File: src/rtl/can_decoder.sv
// CAN frame field decoder: samples the bus once per sample_point rising edge,
// removes stuff bits from SOF through CRC, and exposes each frame field live.
module can_decoder (
  input  logic        clock,
  input  logic        reset,
  input  logic        rx_bit,
  input  logic        sample_point,
  output logic        field_start_of_frame,
  output logic [10:0] field_id_a,
  output logic        field_ide,
  output logic        field_rtr,
  output logic        field_srr,
  output logic        field_reserved1,
  output logic        field_reserved0,
  output logic [17:0] field_id_b,
  output logic [3:0]  field_dlc,
  output logic [63:0] field_data,
  output logic [14:0] field_crc,
  output logic        field_crc_delimiter,
  output logic        field_ack_slot,
  output logic        field_ack_delimiter,
  output logic        rtr_srr_temp
);

  localparam int unsigned ID_A_W = 11;
  localparam int unsigned ID_B_W = 18;
  localparam int unsigned DLC_W  = 4;
  localparam int unsigned DATA_W = 64;
  localparam int unsigned CRC_W  = 15;
  localparam int unsigned EOF_W  = 7;
  localparam int unsigned CNT_W  = 7;
  localparam int unsigned RUN_W  = 3;

  typedef enum logic [3:0] {
    IDLE, ID_A, RTR_SRR, IDE, ID_B, RTR, R1, R0, DLC, DATA, CRC,
    CRC_DELIM, ACK_SLOT, ACK_DELIM, EOF
  } state_t;

  state_t             state;
  logic               sp_q;
  logic               last_bit;
  logic [RUN_W-1:0]   run_len;
  logic [CNT_W-1:0]   bit_cnt;
  logic [CNT_W-1:0]   data_len;

  logic               take;
  logic               destuff;
  logic               stuff_bit;
  logic [DLC_W-1:0]   dlc_next;
  logic [CNT_W-1:0]   data_len_next;

  // One sample per strobe edge; stuff handling only between SOF and the last CRC bit.
  always_comb begin
    take          = sample_point & ~sp_q;
    destuff       = state inside {ID_A, RTR_SRR, IDE, ID_B, RTR, R1, R0, DLC, DATA, CRC};
    stuff_bit     = destuff && (run_len == RUN_W'(5));
    dlc_next      = {field_dlc[DLC_W-2:0], rx_bit};
    data_len_next = dlc_next[DLC_W-1] ? CNT_W'(DATA_W) : CNT_W'({dlc_next[2:0], 3'b000});
  end

  always_ff @(posedge clock) begin
    if (reset) begin
      state                <= IDLE;
      sp_q                 <= 1'b0;
      last_bit             <= 1'b0;
      run_len              <= '0;
      bit_cnt              <= '0;
      data_len             <= '0;
      field_start_of_frame <= 1'b0;
      field_id_a           <= '0;
      field_ide            <= 1'b0;
      field_rtr            <= 1'b0;
      field_srr            <= 1'b0;
      field_reserved1      <= 1'b0;
      field_reserved0      <= 1'b0;
      field_id_b           <= '0;
      field_dlc            <= '0;
      field_data           <= '0;
      field_crc            <= '0;
      field_crc_delimiter  <= 1'b0;
      field_ack_slot       <= 1'b0;
      field_ack_delimiter  <= 1'b0;
      rtr_srr_temp         <= 1'b0;
    end else begin
      sp_q <= sample_point;
      if (take) begin
        if (stuff_bit) begin
          // A stuff bit must break the run; an equal bit aborts the frame.
          if (rx_bit == last_bit) begin
            state   <= IDLE;
            run_len <= '0;
            bit_cnt <= '0;
          end else begin
            run_len  <= RUN_W'(1);
            last_bit <= rx_bit;
          end
        end else begin
          if (destuff) begin
            run_len  <= (rx_bit == last_bit) ? run_len + RUN_W'(1) : RUN_W'(1);
            last_bit <= rx_bit;
          end
          case (state)
            IDLE: if (!rx_bit) begin
              field_start_of_frame <= rx_bit;
              field_id_a           <= '0;
              field_ide            <= 1'b0;
              field_rtr            <= 1'b0;
              field_srr            <= 1'b0;
              field_reserved1      <= 1'b0;
              field_reserved0      <= 1'b0;
              field_id_b           <= '0;
              field_dlc            <= '0;
              field_data           <= '0;
              field_crc            <= '0;
              field_crc_delimiter  <= 1'b0;
              field_ack_slot       <= 1'b0;
              field_ack_delimiter  <= 1'b0;
              rtr_srr_temp         <= 1'b0;
              run_len              <= RUN_W'(1);
              last_bit             <= 1'b0;
              bit_cnt              <= '0;
              state                <= ID_A;
            end
            ID_A: begin
              field_id_a <= {field_id_a[ID_A_W-2:0], rx_bit};
              bit_cnt    <= bit_cnt + CNT_W'(1);
              if (bit_cnt == CNT_W'(ID_A_W - 1)) begin
                bit_cnt <= '0;
                state   <= RTR_SRR;
              end
            end
            RTR_SRR: begin
              rtr_srr_temp <= rx_bit;
              state        <= IDE;
            end
            IDE: begin
              field_ide <= rx_bit;
              if (rx_bit) begin
                field_srr <= rtr_srr_temp;
                state     <= ID_B;
              end else begin
                field_rtr <= rtr_srr_temp;
                state     <= R0;
              end
            end
            ID_B: begin
              field_id_b <= {field_id_b[ID_B_W-2:0], rx_bit};
              bit_cnt    <= bit_cnt + CNT_W'(1);
              if (bit_cnt == CNT_W'(ID_B_W - 1)) begin
                bit_cnt <= '0;
                state   <= RTR;
              end
            end
            RTR: begin
              field_rtr <= rx_bit;
              state     <= R1;
            end
            R1: begin
              field_reserved1 <= rx_bit;
              state           <= R0;
            end
            R0: begin
              field_reserved0 <= rx_bit;
              state           <= DLC;
            end
            DLC: begin
              field_dlc <= dlc_next;
              bit_cnt   <= bit_cnt + CNT_W'(1);
              if (bit_cnt == CNT_W'(DLC_W - 1)) begin
                bit_cnt  <= '0;
                data_len <= data_len_next;
                state    <= (field_rtr || dlc_next == '0) ? CRC : DATA;
              end
            end
            DATA: begin
              field_data <= {field_data[DATA_W-2:0], rx_bit};
              bit_cnt    <= bit_cnt + CNT_W'(1);
              if (bit_cnt == data_len - CNT_W'(1)) begin
                bit_cnt <= '0;
                state   <= CRC;
              end
            end
            CRC: begin
              field_crc <= {field_crc[CRC_W-2:0], rx_bit};
              bit_cnt   <= bit_cnt + CNT_W'(1);
              if (bit_cnt == CNT_W'(CRC_W - 1)) begin
                bit_cnt <= '0;
                run_len <= '0;
                state   <= CRC_DELIM;
              end
            end
            CRC_DELIM: begin
              field_crc_delimiter <= rx_bit;
              state               <= ACK_SLOT;
            end
            ACK_SLOT: begin
              field_ack_slot <= rx_bit;
              state          <= ACK_DELIM;
            end
            ACK_DELIM: begin
              field_ack_delimiter <= rx_bit;
              bit_cnt             <= '0;
              state               <= EOF;
            end
            EOF: begin
              bit_cnt <= bit_cnt + CNT_W'(1);
              if (bit_cnt == CNT_W'(EOF_W - 1)) begin
                bit_cnt <= '0;
                state   <= IDLE;
              end
            end
            default: state <= IDLE;
          endcase
        end
      end
    end
  end

endmodule

File: config.mk
export PLATFORM = sky130hd
export DESIGN_NAME = can_decoder
export DESIGN_NICKNAME = d
export VERILOG_FILES = /design/src/rtl/can_decoder.sv
export SDC_FILE = /design/constraint.sdc
export NUM_CORES = 1
export LEC_CHECK = 0
export ABC_AREA = 1
export BUFFER_PORTS_ARGS = -buffer_cell sky130_fd_sc_hd__buf_2
export CAP_MARGIN = 25
export CELL_PAD_IN_SITES_DETAIL_PLACEMENT = 0
export CELL_PAD_IN_SITES_GLOBAL_PLACEMENT = 1
export CORE_UTILIZATION = 39
export CTS_CLUSTER_SIZE = 12
export DETAILED_ROUTE_END_ITERATION = 6
export PLACE_DENSITY = 0.88
export REMOVE_ABC_BUFFERS = 1
export SYNTH_ARGS = -nofsm -noshare
export SYNTH_HDL_FRONTEND = slang
export SYNTH_SLANG_ARGS = --single-unit
File: constraint.sdc
create_clock -name clock -period 2.81 [get_ports clock]
set_clock_uncertainty 0.2 [all_clocks]
set_input_delay 0 -clock clock [delete_from_list [all_inputs] [get_ports clock]]
set_output_delay 0 -clock clock [all_outputs]
set_load 0.01 [all_outputs]
==> results of run 1 <==
[final timing paths]
path | cells past startpoint | slack, ns | endpoint | startpoint
min | 4 | 0.12 | sp_q | sample_point
max | 12 | 0.27 | field_data[39] | state[0]
max reg2reg | 12 | 0.27 | field_data[39] | state[0]
min reg2reg | 2 | 0.26 | field_data[63] | field_data[63]
[registers in the layout, indices dropped and copies added (netlist names), 3 cells and up]
name / cells
bit_cnt: 7
field_data: 64
field_id_a: 11
field_crc: 15
field_id_b: 18
run_len: 3
state: 4
data_len: 4
field_dlc: 4
[per-stage QoR]
stage	power [mW]	instance area (um^2)	hold WS (ns)	cells	worst slack, ns
final	5.849	7445	0.1213	1157	0.2718
after global routing	6.149	7445	0.1531	1157	0.01146
after CTS	5.874	7445	0.1112	1157	0.2678
after detailed placement	3.640	6830	0.02508	1122	0.2823
after global placement	3.640	6830	0.02066	1122	0.3462
after floorplan	3.180	5819	-0.1309	793	0.2823
[cells by family (layout without fill, tap and decap cells)]
group	Yosys count	count (layout)	synth area share, %
compound gates	166	166	15.16
xor+xnor	3	3	0.4332
fa+ha+maj	6	6	1.237
buf+inv	98	233	7.651
flops	141	141	46.53
other cells	1	1	0.06181
simple gates	419	419	28.93
[cell usage in the layout, fill, tap and decap left out, types with 3 or more instances in the layout]
cell type	instances
nor3_1	3
nand3b_1	11
o211ai_1	3
inv_1	50
dfxtp_1	141
nand3_1	36
nand2_1	266
clkinv_4	3
clkbuf_16	17
ha_1	6
o21ai_0	15
nand4_1	4
buf_2	123
inv_2	5
clkinv_2	4
a22oi_1	15
a21oi_1	121
nand2_2	3
dlygate4sd3_1	3
buf_4	16
nor2_1	83
nor2_4	5
[layout make-up]
class / instances / area (um^2)
multi-input combinational: 595 / 2780
tap: 188 / 235.2
inverter: 57 / 216.5
clock buffer: 19 / 442.9
clock inverter: 13 / 141.4
timing repair buffer: 144 / 805.8
sequential: 141 / 2823
fill: 1527 / 7757
[layer usage]
layer / vias up / GRT usage [%] / share of wire [%]
li1: 2946 / - / -
met4: 0 / 6.162 / 1.1
met3: 20 / 5.272 / 5.0
met2: 157 / 30.97 / 45
met5: - / 0 / 0
met1: 2628 / 26.55 / 49
[power groups by stage]
stage	Sequential (mW)	Clock (mW)	Combinational, mW
global placement	2.16	0	1.48
detailed placement	2.17	0	1.47
CTS	2.12	2.27	1.49
floorplan	2.16	0	1.02
global route	2.13	2.36	1.66
finish	2.13	2.23	1.49
[critical path: stages, from the launching register on]
cell and delay [ns]:
dfxtp_1 0.38, nor2_4 0.19, inv_4 0.07, nor2_4 0.25, nand2_1 0.10, nand2_1 0.13
inv_2 0.07, nand2_4 0.13, inv_2 0.15, o21ai_4 0.26, buf_4 0.32, nand2_1 0.07
a21oi_1 0.13
==> results.sh, run 1 <==
export IMPL_clkTransAtPathRegs_ns=0.06
export IMPL_p_leak_nw=3.154
export IMPL_netSwitchingPower_mw=2.016
export IMPL_die_area_um2=16060
export IMPL_std_cell_rows=45
export IMPL_routed_wl_um=15570
export IMPL_core_um2=15200
export IMPL_antennaDiodeCount=0
export IMPL_synth_edf_count=0
export IMPL_cts_resized=0
export IMPL_ys_types=38
export IMPL_vias_per_cell=4.971
export IMPL_yosysMostFrequentCell="nand2_1"
export IMPL_synth_area_top_cells="dfxtp_1 47%, nand2_1 16%, a21oi_1 10%"
export IMPL_relSlewSlack_pct=51.53
export IMPL_tritoncts="built"
export IMPL_start_kind="flop"
export IMPL_synth_seq_cells=141
export IMPL_die_h_um=126.7
export IMPL_cts_hold_buf=3
export IMPL_synth_async_reset_ratio_pct=0
export IMPL_netlist_instances=834
export IMPL_critPathKind="reg2reg"
export IMPL_cts_path_max_buffers=2
export IMPL_rsz0062_at_grt="no"
export IMPL_cts_max_level=4
export IMPL_place_gp_congestion=0.8587
export IMPL_comb_power_share_pct=25.5
export IMPL_ys_warn_count=0
export IMPL_synth_avg_cell_area_um2=7.275
export IMPL_drc=0
export IMPL_p_per_area_nw_per_um2=785.7
export IMPL_p_sw_share_pct=34.47
export IMPL_status="finished, final reports clean"
export IMPL_p_int_mw=3.833
export IMPL_path_max_fanout=23
export IMPL_fin_crit_ns=2.538
export IMPL_cp_arrival_ns=2.69
export IMPL_grt_antenna_before_repair=0
export IMPL_max_cap_violations=0
export IMPL_seqPwrFrac_pct=36.3
export IMPL_pwr_share_clk_pct=38.1
export IMPL_hpwlAfterDp_um=10420
export IMPL_area_growth_pct=22.71
export IMPL_grt_max_degree=70
export IMPL_worst_pin_slew_ns=0.7271
export IMPL_finalSetupViolCount=0
export IMPL_fin_crit_sh_pct=90.33
export IMPL_overflow=0
export IMPL_drtIter0Drc=445
export IMPL_synth_top_area_cell="dfxtp_1"
export IMPL_dr_pass1_iters=5
export IMPL_ant_nets=0
export IMPL_pin_count=126
export IMPL_cts_sinks=141
export IMPL_mappedNetlistArea_um2=6067
export IMPL_synthFlopType="dfxtp_1"
export IMPL_io_buffer_count=124
export IMPL_grt_pass1_wl_um=25540
export IMPL_hold_viol=0
export IMPL_ir_worst_vdd_uv=622.8
export IMPL_required_ns=2.96
export IMPL_ys_seq_area_share_pct=46.53
export IMPL_gr_usage_all_layers_pct=19.78
export IMPL_min_path_type="in2reg"
export IMPL_wl_per_cell_um=13.46
export IMPL_vias=5751
export IMPL_yosys_top_cells_count="266 x nand2_1, 141 x dfxtp_1, 121 x a21oi_1"
export IMPL_numCtsBuffers=17
export IMPL_fmax_mhz=394.0
export IMPL_end_kind="flop"
export IMPL_grt_pass1_vias=5197
export IMPL_cts_setup_buffers=0
export IMPL_initial_core_util_pct=39.91
export IMPL_synth_top_area_share_pct=46.53
export IMPL_final_core_util_pct=48.97
export IMPL_drv_slew=0
export IMPL_clock_root_buffer="clkbuf_16"
export IMPL_nNetsFinal=966
export IMPL_die_w_um=126.7
export IMPL_tns_ns=0
export IMPL_layout_drive_gt1_share_pct=19.92
export IMPL_insertion_delay_ns=0.43
No activity file was read; power rests on OpenSTA's default activity.
==> run 2, diff against run 1 <==
--- a/config.mk
+++ b/config.mk
@@ -15,2 +15,3 @@
 export DETAILED_ROUTE_END_ITERATION = 6
+export MAX_ROUTING_LAYER = met4
 export PLACE_DENSITY = 0.88
==> constraint.sdc (replaced) <==
create_clock -name clock -period 2.81 [get_ports clock]
set_clock_uncertainty 0.2 [all_clocks]
set_input_delay 0.281 -clock clock [delete_from_list [all_inputs] [get_ports clock]]
set_output_delay 0.281 -clock clock [all_outputs]
set_load 0.01 [all_outputs]
==> results.sh, run 2 (same netlist as run 1, synthesis figures left out) <==
export IMPL_fin_crit_ns=2.545
export IMPL_hold_viol=0
export IMPL_grt_antenna_before_repair=0
export IMPL_critPathKind="reg2reg"
export IMPL_cts_sinks=141
export IMPL_drtIter0Drc=479
export IMPL_place_ws_ns=0.2231
export IMPL_path_depth=12
export IMPL_min_path_cells=3
export IMPL_grt_pass1_wl_um=24470
export IMPL_crit_slowest_cell="dfxtp_1"
export IMPL_die_h_um=126.7
export IMPL_area_growth_pct=23.32
export IMPL_grt_pass1_vias=4954
export IMPL_vias=5713
export IMPL_total_power_mw=5.981
export IMPL_critPathTopFamily="simple AND/OR/NAND/NOR gates"
export IMPL_hpwlAfterDp_um=9977
export IMPL_path_max_fanout=37
export IMPL_clkTransAtPathRegs_ns=0.06
export IMPL_place_gp_congestion=0.9066
export IMPL_regMostFlops="field_data"
export IMPL_routed_wl_um=15080
export IMPL_min_path_type="in2reg"
export IMPL_cts_resized=0
export IMPL_drv_slew=0
export IMPL_worst_pin_slew_ns=0.5374
export IMPL_fin_crit_sh_pct=90.56
export IMPL_grt_max_degree=128
export IMPL_reg_top3="field_data x64, field_id_b x18, field_crc x15"
export IMPL_largest_reg_flops=64
export IMPL_pin_count=126
export IMPL_nNetsFinal=964
export IMPL_max_cap_violations=0
export IMPL_cts_max_level=4
export IMPL_p_per_area_nw_per_um2=799.3
export IMPL_die_area_um2=16060
export IMPL_status="finished, final reports clean"
export IMPL_finalSetupViolCount=0
export IMPL_clock_root_buffer="clkbuf_16"
export IMPL_vias_per_cell=4.946
export IMPL_final_core_util_pct=49.22
export IMPL_numCtsBuffers=17
export IMPL_insertion_delay_ns=0.42
export IMPL_end_kind="flop"
export IMPL_layout_drive_gt1_share_pct=19.96
export IMPL_final_cell_mix="266 x nand2_1, 141 x dfxtp_1, 123 x buf_2"
export IMPL_holdWs_ns=0.1070
export IMPL_reg2reg_slack_ns=0.27
export IMPL_wl_per_cell_um=13.05
export IMPL_ir_worst_vdd_uv=498.4
export IMPL_dr_pass1_iters=7
export IMPL_cts_path_max_buffers=2
export IMPL_gr_usage_all_layers_pct=19.53
export IMPL_required_ns=2.95
export IMPL_crit_top_cell="nand2_1"
export IMPL_ant_nets=0
export IMPL_cpPeakStageDelay_ns=0.38
export IMPL_layout_commonest_cell="nand2_1"
export IMPL_overflow=0
export IMPL_initial_core_util_pct=39.91
export IMPL_cp_arrival_ns=2.69
export IMPL_path_buf_inv=4
export IMPL_rsz0062_at_grt="no"
export IMPL_tritoncts="built"
export IMPL_core_um2=15200
export IMPL_antennaDiodeCount=0
export IMPL_io_buffer_count=124
export IMPL_p_leak_nw=3.167
export IMPL_tns_ns=0
export IMPL_rr_worst_depth=12
export IMPL_drc=0
export IMPL_worstPathCellList="nor2_1, inv_1, nor2_4, nand2_1, nand2_1, inv_2, nand2_4, inv_2, o21ai_4, buf_12, nand2_1, a21oi_1"
export IMPL_std_cell_rows=45
export IMPL_fin_ws_ns=0.2653
export IMPL_die_w_um=126.7
export IMPL_fmax_mhz=393.0
export IMPL_relSlewSlack_pct=64.18
export IMPL_start_kind="flop"
## run 2: per-layer routing
layer  track usage [%]  part of all wire [%]
met4             7.633                   2.0
met1             26.16                    49
met5                 -                     0
met3             4.344                   4.7
met2             28.57                    44
## run 2: worst register-to-register path, stage by stage, from the launching register on
cell	delay, ns
dfxtp_1	0.38
nor2_1	0.16
inv_1	0.11
nor2_4	0.28
nand2_1	0.12
nand2_1	0.14
inv_2	0.07
nand2_4	0.13
inv_2	0.15
o21ai_4	0.24
buf_12	0.26
nand2_1	0.09
a21oi_1	0.13
## run 2: area by class of cell
type	count	area, um^2
fillers	1516	7720
clock inverters	12	160.2
clock buffers	20	456.7
flip-flops and latches	141	2823
multi-input cells	595	2780
repair buffers	142	810.8
inverters	57	216.5
well taps	188	235.2
## run 2: per-stage QoR
step                      instances  area [um^2]
after detailed placement       1119         6833
after global placement         1119         6833
final                          1155         7482
after global routing           1155         7482
after CTS                      1152         7460
after floorplan                 793         5819
## run 2: final timing paths
path | to | from
worst max-delay path | field_data[63] | state[2]
worst min-delay path | field_data[0] | rx_bit
worst max register to register | field_data[63] | state[2]
worst min register to register | last_bit | last_bit
## run 2: repair_timing
item | 4_1_cts | 5_1_grt
endpoints found under the hold margin | 1 | 0
buffers inserted | 0 | 3
hold buffers | 1 | 0
setup endpoints to repair | 0 | 20
## run 2: report_power, final
group          switching [mW]  total [mW]  internal, mW  leakage (nW)
logic                    1.04        1.53         0.483          1.73
clock network           0.879        2.33          1.45         0.295
registers              0.0666        2.12          2.06          1.14
